`src/rtl/ifetch_pkg.sv`:
```
// ifetch_pkg: shared types and AXI encodings for the instruction-fetch master
package ifetch_pkg;
  typedef enum logic [1:0] {IDLE, AR, R, RSP} state_t;
  localparam int LINE_WORDS = 4;
  localparam int OFFSET_BITS = 4;
  localparam int TAG_W = 32 - OFFSET_BITS;
  localparam logic [1:0] RESP_OKAY = 2'b00;
  localparam logic [1:0] BURST_INCR = 2'b01;
  localparam logic [2:0] SIZE_4B = 3'b010;
endpackage

```
`src/rtl/fetch_line_buf.sv`:
```
// fetch_line_buf: single 4-word line with tag, valid, one write port and a read mux
module fetch_line_buf
  import ifetch_pkg::*;
(
  input  logic             clk,
  input  logic             rst,
  input  logic             inv,
  input  logic             set_valid,
  input  logic             tag_we,
  input  logic [TAG_W-1:0] tag_in,
  input  logic             we,
  input  logic [1:0]       widx,
  input  logic [31:0]      wdata,
  input  logic [1:0]       ridx,
  output logic [TAG_W-1:0] tag,
  output logic             valid,
  output logic [31:0]      rdata
);
  logic [31:0] mem [LINE_WORDS];
  always_ff @(posedge clk) begin
    if (rst) begin
      valid <= 1'b0;
      tag <= '0;
    end else begin
      valid <= inv ? 1'b0 : set_valid ? 1'b1 : valid;
      if (tag_we) tag <= tag_in;
    end
  end
  always_ff @(posedge clk) if (we) mem[widx] <= wdata;
  assign rdata = mem[ridx];
endmodule

```
`src/rtl/ifetch_axi_master.sv`:
```
// ifetch_axi_master: AXI4 read master serving CPU fetches from a one-line buffer
module ifetch_axi_master
  import ifetch_pkg::*;
#(
  parameter logic [3:0] MASTER_ID = 4'd0
) (
  input  logic        clk,
  input  logic        rst,
  input  logic        if_req_valid,
  input  logic [31:0] if_req_addr,
  output logic        if_req_ready,
  output logic        if_rsp_valid,
  output logic [31:0] if_rsp_data,
  output logic        if_rsp_err,
  input  logic        flush,
  output logic [3:0]  ARID,
  output logic [31:0] ARADDR,
  output logic [3:0]  ARLEN,
  output logic [2:0]  ARSIZE,
  output logic [1:0]  ARBURST,
  output logic        ARVALID,
  input  logic        ARREADY,
  input  logic [3:0]  RID,
  input  logic [31:0] RDATA,
  input  logic [1:0]  RRESP,
  input  logic        RLAST,
  input  logic        RVALID,
  output logic        RREADY
);
  state_t state, state_n;
  logic [31:2] addr;
  logic [1:0] cnt;
  logic err, flush_seen, acc, hit, ar_hs, r_hs, r_done, beat_err, line_valid, addr_lsb_unused;
  logic [TAG_W-1:0] tag;
  logic [31:0] word;
  assign addr_lsb_unused = ^if_req_addr[1:0];
  assign acc = if_req_valid & if_req_ready;
  assign hit = line_valid & ~flush & (tag == if_req_addr[31:OFFSET_BITS]);
  assign ar_hs = ARVALID & ARREADY;
  assign r_hs = RVALID & RREADY;
  assign r_done = r_hs & (RLAST | cnt == 2'd3);
  // RLAST must coincide exactly with the fourth beat
  assign beat_err = (RRESP != RESP_OKAY) | (RID != MASTER_ID) | (RLAST != (cnt == 2'd3));
  assign ARID = MASTER_ID;
  assign ARLEN = 4'(LINE_WORDS - 1);
  assign ARSIZE = SIZE_4B;
  assign ARBURST = BURST_INCR;
  always_ff @(posedge clk) state <= rst ? IDLE : state_n;
  always_comb begin
    state_n = state == IDLE ? (acc ? (hit ? RSP : AR) : IDLE) :
              state == AR   ? (ar_hs ? R : AR) :
              state == R    ? (r_done ? RSP : R) : IDLE;
  end
  always_comb begin
    if_req_ready = (state == IDLE) & ~rst;
    ARVALID = state == AR;
    ARADDR = ARVALID ? {addr[31:OFFSET_BITS], {OFFSET_BITS{1'b0}}} : '0;
    RREADY = state == R;
    if_rsp_valid = (state == RSP) & ~flush_seen & ~flush;
    if_rsp_data = if_rsp_valid ? word : '0;
    if_rsp_err = if_rsp_valid & err;
  end
  always_ff @(posedge clk) begin
    if (rst) begin
      addr <= '0;
      cnt <= '0;
      err <= 1'b0;
      flush_seen <= 1'b0;
    end else begin
      if (acc) begin
        addr <= if_req_addr[31:2];
        cnt <= '0;
        err <= 1'b0;
        flush_seen <= 1'b0;
      end
      if (r_hs) begin
        cnt <= cnt + 2'd1;
        err <= err | beat_err;
      end
      if ((state == AR || state == R) && flush) flush_seen <= 1'b1;
    end
  end
  fetch_line_buf u_line (
    .clk       (clk),
    .rst       (rst),
    .inv       ((flush & (state == IDLE || state == RSP)) | (acc & ~hit)),
    .set_valid (r_done & ~(err | beat_err) & ~(flush_seen | flush)),
    .tag_we    (acc & ~hit),
    .tag_in    (if_req_addr[31:OFFSET_BITS]),
    .we        (r_hs),
    .widx      (cnt),
    .wdata     (RDATA),
    .ridx      (addr[3:2]),
    .tag       (tag),
    .valid     (line_valid),
    .rdata     (word)
  );
endmodule

```
`config.mk`:
```
export PLATFORM = sky130hd
export DESIGN_NAME = ifetch_axi_master
export DESIGN_NICKNAME = d
export VERILOG_FILES = /design/src/rtl/ifetch_pkg.sv /design/src/rtl/fetch_line_buf.sv /design/src/rtl/ifetch_axi_master.sv
export SDC_FILE = /design/constraint.sdc
export NUM_CORES = 1
export LEC_CHECK = 0
export CORE_MARGIN = 3
export CORE_UTILIZATION = 40
export DETAILED_ROUTE_END_ITERATION = 10
export PLACE_DENSITY_LB_ADDON = 0.25
export SYNTH_ARGS = -nofsm -noshare
export SYNTH_HDL_FRONTEND = slang
export SYNTH_SLANG_ARGS = --single-unit
```
`constraint.sdc`:
```
create_clock -name clk -period 3.25 [get_ports clk]
set_input_delay 0.65 -clock clk [delete_from_list [all_inputs] [get_ports clk]]
set_output_delay 0.65 -clock clk [all_outputs]
set_load 0.05 [all_outputs]
```
; Yosys cells after proc, flatten, opt, wreduce, memory -nomap -nowiden
; Memories as Yosys holds them, arrays and structs flattened. A register that Yosys moved wholly into a read port is not among the register bits.
; Cells that the tools add are included.
[classes]
addsub = 1
eq_ne = 6
n_mux = 18
bitwise_logic = 26
reduce_logical = 9
[ops]
columns = cell, n
row1 = $mux 32, 2
row2 = $eq 28x28->1, 1
row3 = $mux 2, 10
row4 = $and 1x1->1, 14
row5 = $eq 2x2->1 const B, 3
row6 = $mux 1, 6
row7 = $not 1->1, 6
row8 = $or 1x1->1, 6
row9 = $reduce_bool 2->1, 3
row10 = $reduce_bool 4->1, 1
row11 = $add 2x1->2 const B, 1
row12 = $eq 2x1->1 const B, 1
row13 = $logic_not 2->1, 1
row14 = $logic_or 1x1->1, 2
row15 = $reduce_or 2->1, 1
row16 = $logic_and 1x1->1, 1
row17 = $ne 1x1->1, 1
[totals]
regBits = 65
ram_bits = 128
n_memories = 1
[mem_list]
columns = name, words, width, rd, rd_ports_with_merged_regs, wr, line_no
row1 = u_line.mem, 4, 32, 1, 1, 1, fetch_line_buf.sv:19  ; logic [31:0] mem [LINE_WORDS];

; Depth between registers and ports, before layout
[logic_depth]
depth_word = 7
depth_mapped = 9
depth_no_buf = 7

; By module
; From an unflattened synthesis, not the netlist that was laid out.
[unflattened]
cells_unflattened = 569
hier_area_um2 = 8040.2
[modules_own_cells]
columns = mod, n_inst, cells_each, area_per_inst_um2, seq_area_each_um2
row1 = fetch_line_buf, 1, 265, 5698.0, 4424.2
row2 = ifetch_axi_master, 1, 304, 2342.2, 720.7

; Least setup slack after synthesis
; Ideal clock, no wire load.
[synth_path]
path_kind = register to register
startpoint = register state[0]
endpoint = memory u_line.mem[3][0] (enable)
arrival_time_ps = 2595
required_ps = 2829
path_slack_ps = 234
path_stages_with_launch = 5
n_path_buf = 0
period_less_slack_ps = 3016
cell_sequence = dfxtp_1 -> inv_1 -> ha_1 -> nand2_1 -> nor2_1
[synth_via]
elab_chain_cells = 4
[synth_rtl]
columns = element, line_no
row1 = from (decl), ifetch_axi_master.sv:30  ; state_t state, state_n;
row2 = from (signal assigned), ifetch_axi_master.sv:48  ; always_ff @(posedge clk) state <= rst ? IDLE : state_n;
row3 = $eq 2x2->1, ifetch_axi_master.sv:58  ; RREADY = state == R;
row4 = via RREADY, ifetch_axi_master.sv:28  ; output logic RREADY
row5 = $and 1x1->1, ifetch_axi_master.sv:40  ; assign r_hs = RVALID & RREADY;
row6 = $mux 1, fetch_line_buf.sv:29  ; always_ff @(posedge clk) if (we) mem[widx] <= wdata;
row7 = $mux 1 (implied by the code), fetch_line_buf.sv:29
row8 = to (decl), fetch_line_buf.sv:19
; The timed path passes the listed nets, and every way through them passes these cells.

; Worst setup path in the final report
[layout_path]
startpoint = register state[1]
endpoint = output ARADDR[31]
[layout_via]
elab_chain_cells = 2
[layout_rtl]
columns = element, line_no
row1 = $eq 2x1->1, ifetch_axi_master.sv:56  ; ARVALID = state == AR;
row2 = $mux 32, ifetch_axi_master.sv:57  ; ARADDR = ARVALID ? {addr[31:OFFSET_BITS], {OFFSET_BITS{1'b0}}} : '0;
row3 = to (decl), ifetch_axi_master.sv:17  ; output logic [31:0] ARADDR,
; No other way between the ends.

==> flow_summary.yaml <==
placed_design:
  place_area_sq_mm: 0.01011
  io_buffers: 139
  gp_congestion: 0.7952
  dp.final_hpwl_microns: 11690
worst_hold_path:
  hold-path-endpoint: "addr[27]$_SDFFE_PP0P_"
  hold-path-cell-count: 2
  hp-start: "addr[27]$_SDFFE_PP0P_"
  hp-class: "reg2reg"
synth:
  yosysMostFrequentCell: "edfxtp_1"
  ys_types: 36
  synth-simple-area-share_pct: 12.03
  synth_commonest_cells: "edfxtp_1, dfxtp_1, and3_1"
  synth_compound_area_share_pct: 2.756
  netlist_top_cells_area: "edfxtp_1, dfxtp_1, mux4_2, and3_1, mux2i_1"
  synth_edf_count: 128
  yosys_warnings: 0
  syn_avg_cell_area_sq_um: 14.16
  syn_inst: 577
  async_flop_share_pct: 0
  synth_fa_ha_area_share_pct: 1.378
  syn_area_sq_mm: 0.008172
  synth_top_area_share_pct: 47.04
  synth_top_family_by_area: "multiplexers"
  muxShareOfSynthArea_pct: 12.46
  seq_area_frac_synth_pct: 63.45
  yosysTopAreaCell: "edfxtp_1"
  ys_ff_latch: 195
  synth-xor-area-share_pct: 3.001
  ys.flop_type: "edfxtp_1"
cts:
  ctsRootBufferMaster: "clkbuf_16"
  cts_resized: 0
  clockBufferDepth: 2
  hold_buffers: 0
  cts_tree: "yes"
  htreeDepth: 4
  cts_buffers: 17
  cts.sinks: 195
  path_clk_slew_ns: 0.07
  post_cts_buffers: 0
  clkLatencyLatePin_ns: 0.42
detailed_routing:
  vias_per_cell: 4.931
  drtPass1Iterations: 6
  wl_per_cell_microns: 17.50
  drtIter0Drc: 279
  wirelength_microns: 17360
  vias: 4892
  drc: 0
  ant_nets: 0
critical_path:
  crit_path_end_kind: "output pin"
  reg2reg_depth: 6
  ff2ff_setup_slack_ns: 1.02
  start_kind: "register"
  r2r_end: "u_line.tag[7]$_SDFFE_PP0P_"
  r2r_start: "u_line.tag[18]$_SDFFE_PP0P_"
  arrival_ns: 2.33
  critPathRequiredTime_ns: 2.60
  cp_max_fo: 31
  path_class: "reg2out"
global_route:
  grt.busiest_layer: "met2"
  grtUsageMet3_pct: 3.859
  groute.layer.met1.usage_pct: 19.87
  grt_pass1_vias: 4986
  grt_pass1_wl_microns: 26760
  grt_use_total_pct: 15.62
  grt-ovfl-total: 0
  gr-usage-met2_pct: 26.82
  grt_max_degree: 66
  antenna_found_initial: 0
flow_run:
  cap_violations: 0
cells_and_area:
  fillCellCount: 1639
  nNetsFinal: 800
  drive_above_1_share_pct: 18.57
  area_growth_pct: 30.85
  design_area_sq_mm: 0.01069
  diodes: 0
floorplanning:
  die_x_microns: 148.9
  core_area_sq_mm: 0.01978
  start_util_pct: 41.31
  die_h_microns: 148.9
  rows: 51
  dieArea_sq_mm: 0.02218
  io_pins: 159
sta:
  rsz0062_at_grt: "false"
  slew_violations: 0
  max_clock_freq_mhz: 335.7
  tightest_slew_ns: 0.7304
  fin_tns_setup_ns: 0
  slew_headroom_pct: 50.86
  fin_skew_ns: 0.01028
  setup_violations: 0
  timing_hold_violations_final: 0
  fin_crit_ns: 2.979
  period_share_pct: 91.66
pwr:
  cellLeakagePower_nw: 4.036
  cellPowerDensity_mw_per_mm2: 491.2
  ir_drop_uv: 351.8
status:
  status: "complete, no violations"
-- cell families after synthesis --
group,count (synthesis)
adder cells (fa/ha/maj),9
XOR/XNOR,28
multiplexers,61
flip-flops,195
AND/OR/NAND/NOR,160
other,2
buffers and inverters,81
AO/OA/AOI/OAI,41
-- worst max path at each step --
| stage | start | endpoint | slack [ns] | cells past startpoint |
|---|---|---|---|---|
| finish | state[1]$_SDFF_PP0_ | ARADDR[31] | 0.27 | 5 |
| floorplan | state[0]$_SDFF_PP0_ | u_line.mem[3][0]$_DFFE_PP_ | 0.23 | 4 |
| global placement | if_req_addr[28] | u_line.tag[9]$_SDFFE_PP0P_ | 0.25 | 7 |
| CTS | state[1]$_SDFF_PP0_ | ARADDR[31] | 0.26 | 5 |
| global route | state[1]$_SDFF_PP0_ | ARADDR[31] | 0.15 | 5 |
| detailed placement | if_req_addr[28] | u_line.tag[7]$_SDFFE_PP0P_ | 0.17 | 7 |
-- state kept, by name (all words and copies together) (netlist names), named ones only --
register	count
u_line.mem	128
addr	30
u_line.tag	28
cnt	2
state	2
err	1
flush_seen	1
u_line.valid	1
-- stage by stage --
stage	cells	utilization (%)	power, W	setup slack, ns	hold WS, ns
6_report	992	54.05	0.005252	0.2709	0.4694
5_1_grt	992	54.05	0.005464	0.1459	0.5005
4_1_cts	992	54.05	0.005314	0.2561	0.4758
3_5_place_dp	960	51.13	0.003295	0.1672	0.4642
3_3_place_gp	960	51.13	0.003280	0.2527	0.4551
2_1_floorplan	592	-	0.003105	0.2337	0.4447
-- report_power, final --
| group | total (W) | internal [W] | switching [W] |
|---|---|---|---|
| clock | 0.00202 | 0.00109 | 0.000932 |
| combinational | 0.000505 | 0.000233 | 0.000272 |
| sequential | 0.00273 | 0.00270 | 0.0000337 |
| total | 0.00525 | 0.00401 | 0.00124 |
-- layout by cell type, fill, tap and decap left out, types with 2 or more instances in the layout --
cell               n
nand3b_1          23
clkbuf_16         17
edfxtp_1         128
mux4_2            32
inv_6              2
nor2b_1            7
buf_12            35
nor2_1             4
nor3_1             2
nand3_1            5
conb_1            17
xor2_1            16
o21ai_0           30
dfxtp_1           66
clkinv_2           2
mux2_1             6
inv_8              3
mux2i_1           23
buf_4             27
xnor2_1           12
nand4_1            3
clkdlybuf4s50_1   90
inv_1             31
nand2_1           11
ha_1               9
nand2b_1          30
nor4_1             6
clkinv_4           4
a21oi_1            5
and3_1            34
and3_2             3
and2_1            29
-- routing by layer --
metal  wire length, microns  vias to the layer above
met4                    208                        0
met1                   7522                     2430
met3                    810                       12
met2                   8820                      129
met5                      0                        -
li1                       -                     2321
-- critical path: stages, from the launching register on --
cell	delay [ns]
dfxtp_1	0.34
inv_1	0.08
ha_1	0.17
buf_4	0.30
and2_1	0.20
clkdlybuf4s50_1	0.82
-- layout make-up --
| type | count | area (sq um) | share of cell area, % |
|---|---|---|---|
| sequential | 195 | 5186 | 48.50 |
| multi-input combinational | 316 | 2670 | 24.97 |
| timing repair buffer | 153 | 1809 | 16.92 |
| clock buffer | 18 | 429.2 | 4.014 |
| tap | 265 | 331.6 | 3.101 |
| clock inverter | 14 | 150.1 | 1.404 |
| inverter | 31 | 116.4 | 1.088 |
No activity file was read; power rests on OpenSTA's default activity.
